**src/rtl/alu_wb_pkg.sv**
```systemverilog
// Shared definitions for the ALU writeback stage: FSM states, dest/jump
// field bit positions and jump-field encodings.
package alu_wb_pkg;

    localparam int unsigned DATA_W = 16;

    typedef enum logic {
        RUN      = 1'b0,
        MEM_WAIT = 1'b1
    } wb_state_e;

    // dest field bit positions
    localparam int unsigned DEST_A = 2;
    localparam int unsigned DEST_D = 1;
    localparam int unsigned DEST_M = 0;

    // jump field bit positions
    localparam int unsigned J_LT = 2;
    localparam int unsigned J_EQ = 1;
    localparam int unsigned J_GT = 0;

    localparam logic [2:0] JMP_NONE   = 3'b000;
    localparam logic [2:0] JMP_ALWAYS = 3'b111;

endpackage

```
**src/rtl/alu_writeback_jump_cond.sv**
```systemverilog
// Combinational jump-condition evaluator.
// Ports: value  - 16-bit result the condition is tested against
//        jump   - {jlt, jeq, jgt} condition mask
//        taken  - condition satisfied
//        zero   - value == 0
//        neg    - value bit 15
module jump_cond
    import alu_wb_pkg::*;
(
    input  logic [DATA_W-1:0] value,
    input  logic [2:0]        jump,
    output logic              taken,
    output logic              zero,
    output logic              neg
);

    logic w_zero;
    logic w_neg;

    assign w_zero = (value == '0);
    assign w_neg  = value[DATA_W-1];

    assign zero  = w_zero;
    assign neg   = w_neg;
    assign taken = (jump[J_LT] & w_neg)
                 | (jump[J_EQ] & w_zero)
                 | (jump[J_GT] & ~w_zero & ~w_neg);

endmodule

```
**src/rtl/alu_writeback.sv**
```systemverilog
// Writeback/retire stage behind the 16-bit ALU. Holds A, D, PC and the
// zr/ng flags, resolves conditional jumps and issues data-memory stores.
// Ports: clk, rst_n                      - clock, async active-low reset
//        in_valid / in_ready             - upstream handshake
//        is_ainst, imm, alu_out, dest, jump - decoded instruction + result
//        a_reg, d_reg, pc, zr, ng        - architectural state
//        retire                          - pulse per accepted instruction
//        mem_wr_valid/ready, mem_addr, mem_data - store port
module alu_writeback
    import alu_wb_pkg::*;
#(
    parameter logic [15:0] RESET_PC = 16'h0000,
    parameter int unsigned IMM_W    = 15
) (
    input  logic              clk,
    input  logic              rst_n,
    input  logic              in_valid,
    output logic              in_ready,
    input  logic              is_ainst,
    input  logic [IMM_W-1:0]  imm,
    input  logic [DATA_W-1:0] alu_out,
    input  logic [2:0]        dest,
    input  logic [2:0]        jump,
    output logic [DATA_W-1:0] a_reg,
    output logic [DATA_W-1:0] d_reg,
    output logic [DATA_W-1:0] pc,
    output logic              zr,
    output logic              ng,
    output logic              retire,
    output logic              mem_wr_valid,
    input  logic              mem_wr_ready,
    output logic [DATA_W-1:0] mem_addr,
    output logic [DATA_W-1:0] mem_data
);

    wb_state_e         r_state;
    logic [DATA_W-1:0] r_a_reg;
    logic [DATA_W-1:0] r_d_reg;
    logic [DATA_W-1:0] r_pc;
    logic              r_zr;
    logic              r_ng;
    logic              r_retire;
    logic              r_mem_wr_valid;
    logic [DATA_W-1:0] r_mem_addr;
    logic [DATA_W-1:0] r_mem_data;

    logic              w_accept;
    logic              w_taken;
    logic              w_zero;
    logic              w_neg;
    logic [DATA_W-1:0] w_pc_inc;

    assign w_accept = in_valid & in_ready;
    assign w_pc_inc = DATA_W'(r_pc + DATA_W'(1));

    jump_cond u_jump_cond (
        .value (alu_out),
        .jump  (jump),
        .taken (w_taken),
        .zero  (w_zero),
        .neg   (w_neg)
    );

    // Stage FSM and architectural state; reads of r_a_reg see A before this
    // instruction's write, which is what jump targets and store addresses use.
    always_ff @(posedge clk or negedge rst_n) begin
        if (!rst_n) begin
            r_state        <= RUN;
            r_a_reg        <= '0;
            r_d_reg        <= '0;
            r_pc           <= RESET_PC;
            r_zr           <= 1'b0;
            r_ng           <= 1'b0;
            r_retire       <= 1'b0;
            r_mem_wr_valid <= 1'b0;
            r_mem_addr     <= '0;
            r_mem_data     <= '0;
        end else begin
            r_retire <= w_accept;
            case (r_state)
                RUN: begin
                    if (w_accept) begin
                        if (is_ainst) begin
                            r_a_reg <= DATA_W'(imm);
                            r_pc    <= w_pc_inc;
                        end else begin
                            r_zr <= w_zero;
                            r_ng <= w_neg;
                            if (dest[DEST_D]) r_d_reg <= alu_out;
                            if (dest[DEST_A]) r_a_reg <= alu_out;
                            r_pc <= w_taken ? r_a_reg : w_pc_inc;
                            if (dest[DEST_M]) begin
                                r_mem_addr     <= r_a_reg;
                                r_mem_data     <= alu_out;
                                r_mem_wr_valid <= 1'b1;
                                r_state        <= MEM_WAIT;
                            end
                        end
                    end
                end
                MEM_WAIT: begin
                    if (mem_wr_ready) begin
                        r_mem_wr_valid <= 1'b0;
                        r_state        <= RUN;
                    end
                end
                default: r_state <= RUN;
            endcase
        end
    end

    assign in_ready     = (r_state == RUN);
    assign a_reg        = r_a_reg;
    assign d_reg        = r_d_reg;
    assign pc           = r_pc;
    assign zr           = r_zr;
    assign ng           = r_ng;
    assign retire       = r_retire;
    assign mem_wr_valid = r_mem_wr_valid;
    assign mem_addr     = r_mem_addr;
    assign mem_data     = r_mem_data;

endmodule

```
**config.mk**
```make
export PLATFORM = sky130hd
export DESIGN_NAME = alu_writeback
export DESIGN_NICKNAME = d
export VERILOG_FILES = /design/src/rtl/alu_wb_pkg.sv /design/src/rtl/alu_writeback_jump_cond.sv /design/src/rtl/alu_writeback.sv
export SDC_FILE = /design/constraint.sdc
export NUM_CORES = 1
export LEC_CHECK = 0
export CAP_MARGIN = 10
export CORE_ASPECT_RATIO = 1.2
export CORE_MARGIN = 2
export CORE_UTILIZATION = 50
export CTS_CLUSTER_SIZE = 14
export DETAILED_ROUTE_END_ITERATION = 6
export DONT_BUFFER_PORTS = 1
export PLACE_DENSITY_LB_ADDON = 0.25
export SKIP_LAST_GASP = 1
export SLEW_MARGIN = 20
export SYNTH_ARGS = -nofsm -noshare
export SYNTH_HDL_FRONTEND = slang
export SYNTH_SLANG_ARGS = --single-unit
```
**constraint.sdc**
```tcl
create_clock -name clk -period 5.2 [get_ports clk]
set_input_delay 0.78 -clock clk [delete_from_list [all_inputs] [get_ports clk]]
set_output_delay 0.78 -clock clk [all_outputs]
set_load 0.02 [all_outputs]
```
==> impl_metrics.ini, run 1 <==
[global_routing]
grt-ovfl-total = 0
grt_max_degree = 86
first_global_vias = 2531
grt_first_pass_wirelength_mm = 13.7
grt_usage_pct = 21.6
grt_antenna_before_repair = 0

[setup_path]
crit_buf_inv = 0
cp_slowest_cell = nor2_1
start_kind = input port
crit_arrival_ns = 2.87
crit_required_ns = 5.47
crit_path_end_kind = register
path_cells = nor4_1 > nand4_1 > mux2_4 > nor2_1 > o21ai_0 > a22oi_1
r2r_cells = 5
crit_fanout = 14
crit_family = simple AND/OR/NAND/NOR gates
cp.depth = 6
cpPeakStageDelay_ns = 0.64
critPathKind = in2reg

[floorplanning]
die_h_um = 99.0
start_util_pct = 51.7
core_area_um2 = 7270
die_x_um = 83.1
ios = 127
dieArea_um2 = 8230
core.rowCount = 34

[clock_tree]
cts_tree = yes
post_cts_buffers = 0
clkLatencyLatePin_ns = 0.35
cts_root_buf = clkbuf_8
clk_pin_slew_ns = 0.09
cts-htree-levels = 3
cts-buffers-inserted = 9
cts_hold_buf = 0
cts.sinks = 85
cts_buffer_depth = 2
cts_resized = 0

[timing]
setup_ws_ns = 2.59
period_needed_ns = 2.61
fmax_ghz = 0.384
tns_ns = 0
hold_viol = 0
maxSlewHeadroom_pct = 36.7
drv_slew = 0
fin_skew_ns = 0.00832
post-route-period-util_pct = 50.1
worst_slew_pin_slew_ns = 0.949
rsz0062_at_grt = no
setup_viol = 0

[finish]
antennaDiodeCount = 0
instances_no_fill = 402
final_common_cell = dfrtp_1
finalNetCount = 350
fin_util_pct = 54.6
area_delta_synth_final_pct = 5.59
final_cell_mix = 85 x dfrtp_1, 49 x mux2_2, 31 x o21ai_0
drive_above_1_share_pct = 22.4

[drt]
post-route-drc-count = 0
vias_per_cell = 6.10
wl_mm = 8.69
routedWlPerCell_um = 21.6
drtIter0Drc = 168
ant_nets = 0
vias = 2454
drtPass1Iterations = 4

[place]
dpl.hpwl_mm = 6.10
dp_slack_ns = 2.23
numPortBuffers = 0
placed_cells = 386
gp_congestion = 0.854

[min_path]
min_path_type = in2async

[yosys]
synth_edf_count = 0
synth_area_um2 = 3760
postSynthAreaPerCell_um2 = 12.0
ys_seq_area_share_pct = 56.6
syn_nets = 357
synth-seq-cells = 85
synth_top_flop_cell = dfrtp_1
synth-async-reset-ratio_pct = 100
synthDistinctLibCells = 38
yosysWarnings = 0
synth_cells = 314

[job]
cap_violations = 0

[power_and_ir_drop]
power_leakage_nw = 1.75
finalPower_mw = 1.90
powerDensity_nw_per_um2 = 480
ir_drop_v = 0.000248

[status]
status = finished, final reports clean
Yosys cell counts, types with 2 or more instances:
cell type  instances  share of area, %
a21oi_1            5              0.67
a22oi_1            9               1.8
a2bb2oi_1          4              0.93
a31o_1             2              0.47
and2_1             2              0.33
and3_1             3              0.50
buf_1              3              0.30
buf_6              2              0.60
clkbuf_1          12               1.2
dfrtp_1           85                57
inv_1             10               1.0
mux2_2            49                15
mux2i_1           24               6.4
nand2_1           27               2.7
nand3_1            8               1.1
nand4_1            5              0.83
nor2_1             5              0.50
nor3_1             4              0.53
nor4_1             4              0.67
o21ai_0           32               4.3
o22ai_1            2              0.33
kinds of logic (layout without fill, tap and decap cells):
| group | after synthesis | in the layout | share of synthesized area [%] |
|---|---|---|---|
| flops | 85 | 85 | 56.6 |
| compound gates | 62 | 62 | 10.1 |
| simple gates | 63 | 63 | 8.16 |
| fa+ha+maj | 1 | 1 | 0.333 |
| mux | 74 | 74 | 21.5 |
| buf+inv | 29 | 27 | 3.33 |
report_power, final:
| group | internal, mW | total, mW | switching, mW | leakage [nW] |
|---|---|---|---|---|
| sequential | 0.827 | 1.22 | 0.392 | 1.02 |
| combinational | 0.145 | 0.259 | 0.114 | 0.645 |
| clock | 0.188 | 0.426 | 0.238 | 0.0897 |
| total | 1.16 | 1.90 | 0.744 | 1.75 |
stage by stage:
step           hold WS (ns)  area (um^2)
2_1_floorplan         0.484         3760
3_5_place_dp          0.487         3790
5_1_grt              0.0742         3970
6_report              0.113         3970
3_3_place_gp          0.487         3790
4_1_cts              0.0983         3970
final cells by class:
class | count | area, um^2
Tap cell | 90 | 113
Fill cell | 649 | 3310
Multi-Input combinational cell | 200 | 1510
Clock inverter | 5 | 35.0
Inverter | 11 | 41.3
Clock buffer | 11 | 141
Sequential cell | 85 | 2130
metal layers:
metal	GRT usage (%)	vias to the layer above	share of wire [%]
met5	0	-	0
met4	8.45	0	1.3
met3	9.63	8	10
met2	33.4	115	48
met1	26.7	1218	41
li1	-	1113	-
final timing paths:
| path | slack, ns | endpoint | from |
|---|---|---|---|
| max | 2.59 | pc[4] | alu_out[11] |
| min | 0.11 | mem_addr[3] | rst_n |
| max reg2reg | 2.62 | mem_addr[8] | r_state |
| min reg2reg | 0.58 | mem_wr_valid | r_state |
| max in group asynchronous | 4.96 | pc[11] | rst_n |
| min in group clk | 0.51 | r_state | mem_wr_ready |
worst reg2reg max path, cell delays in order (launching register included):
cell     delay, ns
dfrtp_1       0.38
inv_1         0.18
nand2_1       0.41
nor2_1        0.33
and2_2        0.74
mux2_2        0.44
No activity file was read; power rests on OpenSTA's default activity.
==> run 2, diff against run 1 <==
==> constraint.sdc (replaced) <==
create_clock -name clk -period 2.2 [get_ports clk]
set_input_delay 0.33 -clock clk [delete_from_list [all_inputs] [get_ports clk]]
set_output_delay 0.33 -clock clk [all_outputs]
set_load 0.02 [all_outputs]
==> impl_metrics.ini, run 2 (synthesized netlist as in run 1, its figures left out) <==
[clock_tree]
cts_buffer_depth = 2
cts_root_buf = clkbuf_8
cts-buffers-inserted = 9
clk_pin_slew_ns = 0.08
cts-htree-levels = 3
clkLatencyLatePin_ns = 0.35
cts.sinks = 85
cts_tree = yes

[setup_path]
crit_arrival_ns = 2.27
start_kind = register
crit_family = simple AND/OR/NAND/NOR gates
cpPeakStageDelay_ns = 0.44
critPathKind = reg2reg
path_cells = ha_1 > nand4_1 > nor3_1 > nand3_1 > or3_1 > a21oi_1 > a211o_1
crit_path_end_kind = register
crit_buf_inv = 0
crit_fanout = 6
crit_required_ns = 2.49
cp_slowest_cell = dfrtp_1
reg2reg_slack_ns = 0.22

[global_routing]
grt_first_pass_wirelength_mm = 13.9
first_global_vias = 2624
grt_usage_pct = 21.6
grt-ovfl-total = 0
grt_max_degree = 86
grt_antenna_before_repair = 0

[place]
numPortBuffers = 0
dp_slack_ns = 0.0252
dpl.hpwl_mm = 6.26
gp_congestion = 0.837

[finish]
final_cell_mix = 85 x dfrtp_1, 49 x mux2_2, 31 x o21ai_0
antennaDiodeCount = 0
final_common_cell = dfrtp_1
drive_above_1_share_pct = 26.7
finalNetCount = 367
area_delta_synth_final_pct = 10.7

[min_path]
min_path_type = in2async

[power_and_ir_drop]
powerDensity_nw_per_um2 = 1160
ir_drop_v = 0.000569
power_leakage_nw = 1.87

[timing]
setup_viol = 0
period_needed_ns = 1.98
fin_skew_ns = 0.00670
post-route-period-util_pct = 90.0
worst_slew_pin_slew_ns = 0.623
hold_slack_ns = -0.335
rsz0062_at_grt = no
maxSlewHeadroom_pct = 58.3
hold_viol = 85
drv_slew = 0
tns_ns = 0
fmax_ghz = 0.505
setup_ws_ns = 0.221

[drt]
wl_mm = 8.71
vias = 2502
routedWlPerCell_um = 20.8
post-route-drc-count = 0
ant_nets = 0
vias_per_cell = 5.97
drtPass1Iterations = 4
drtIter0Drc = 133

[floorplanning]
start_util_pct = 51.7
core.rowCount = 34
die_x_um = 83.1
ios = 127
core_area_um2 = 7270
dieArea_um2 = 8230
die_h_um = 99.0

[status]
violations = negative hold slack
status = complete, but fails checks

[job]
cap_violations = 0
run 2: cell count changes in the layout (fill, tap and decap cells not counted):
cell        delta
buf_4         +17
bufinv_16      +2
clkbuf_1       -1
clkbuf_8       +1
clkinv_2       -1
clkinv_4       +1
clkinvlp_4     -1
inv_6          -1
o21ai_2        -1
o21ai_4        +1
run 2: stage by stage:
step           std cells  util (%)  power, mW  instance area, um^2  hold slack, ns
2_1_floorplan        314         -       3.30                 3760          0.0344
3_3_place_gp         403      53.9       3.58                 3920          0.0366
3_5_place_dp         403      53.9       3.63                 3920          0.0372
4_1_cts              419      57.1       4.88                 4150          -0.351
5_1_grt              419      57.2       5.05                 4160          -0.359
6_report             419      57.2       4.83                 4160          -0.335
run 2: cell type report:
class,count,area [um^2]
fill,598,3110
clock buffer,11,151
timing repair buffer,17,128
inverter,11,41.3
clock inverter,5,82.6
multi-input combinational,200,1520
sequential,85,2130
tap,90,113
run 2: path summary, 6_finish.rpt:
check,startpoint,end,cells after the start
min in group clk,mem_wr_ready,r_state,1
hold reg to reg,r_state,mem_wr_valid,2
setup / recovery,pc[0],pc[14],7
max in group asynchronous,rst_n,d_reg[7],0
hold / removal,rst_n,mem_addr[3],0
setup reg to reg,pc[0],pc[14],7
run 2: routing by layer:
layer,up-vias,track usage (%),wire length [um]
li1,1148,-,-
met1,1218,26.1,3380
met2,118,35.0,4240
met3,18,8.12,886
met4,0,9.21,203
met5,-,0,0
run 2: worst register-to-register path: cells and delay by family (launching register included):
family                   cells  cell delay (ns)
AO/OA/AOI/OAI                2             0.25
adder cells (fa/ha/maj)      1             0.24
flip-flops                   1             0.44
AND/OR/NAND/NOR              4             0.99
run 2: where the power goes:
group | internal [mW] | switching [mW]
registers | 1.96 | 0.794
logic | 0.425 | 0.407
clock network | 0.703 | 0.539
total | 3.08 | 1.74
run 2: repair_timing:
action / 4_1_cts / 5_1_grt
resized for setup: 0 / 1
setup endpoints to repair: 0 / 15
endpoints found under the hold margin: 85 / 85
setup buffers: 0 / 0
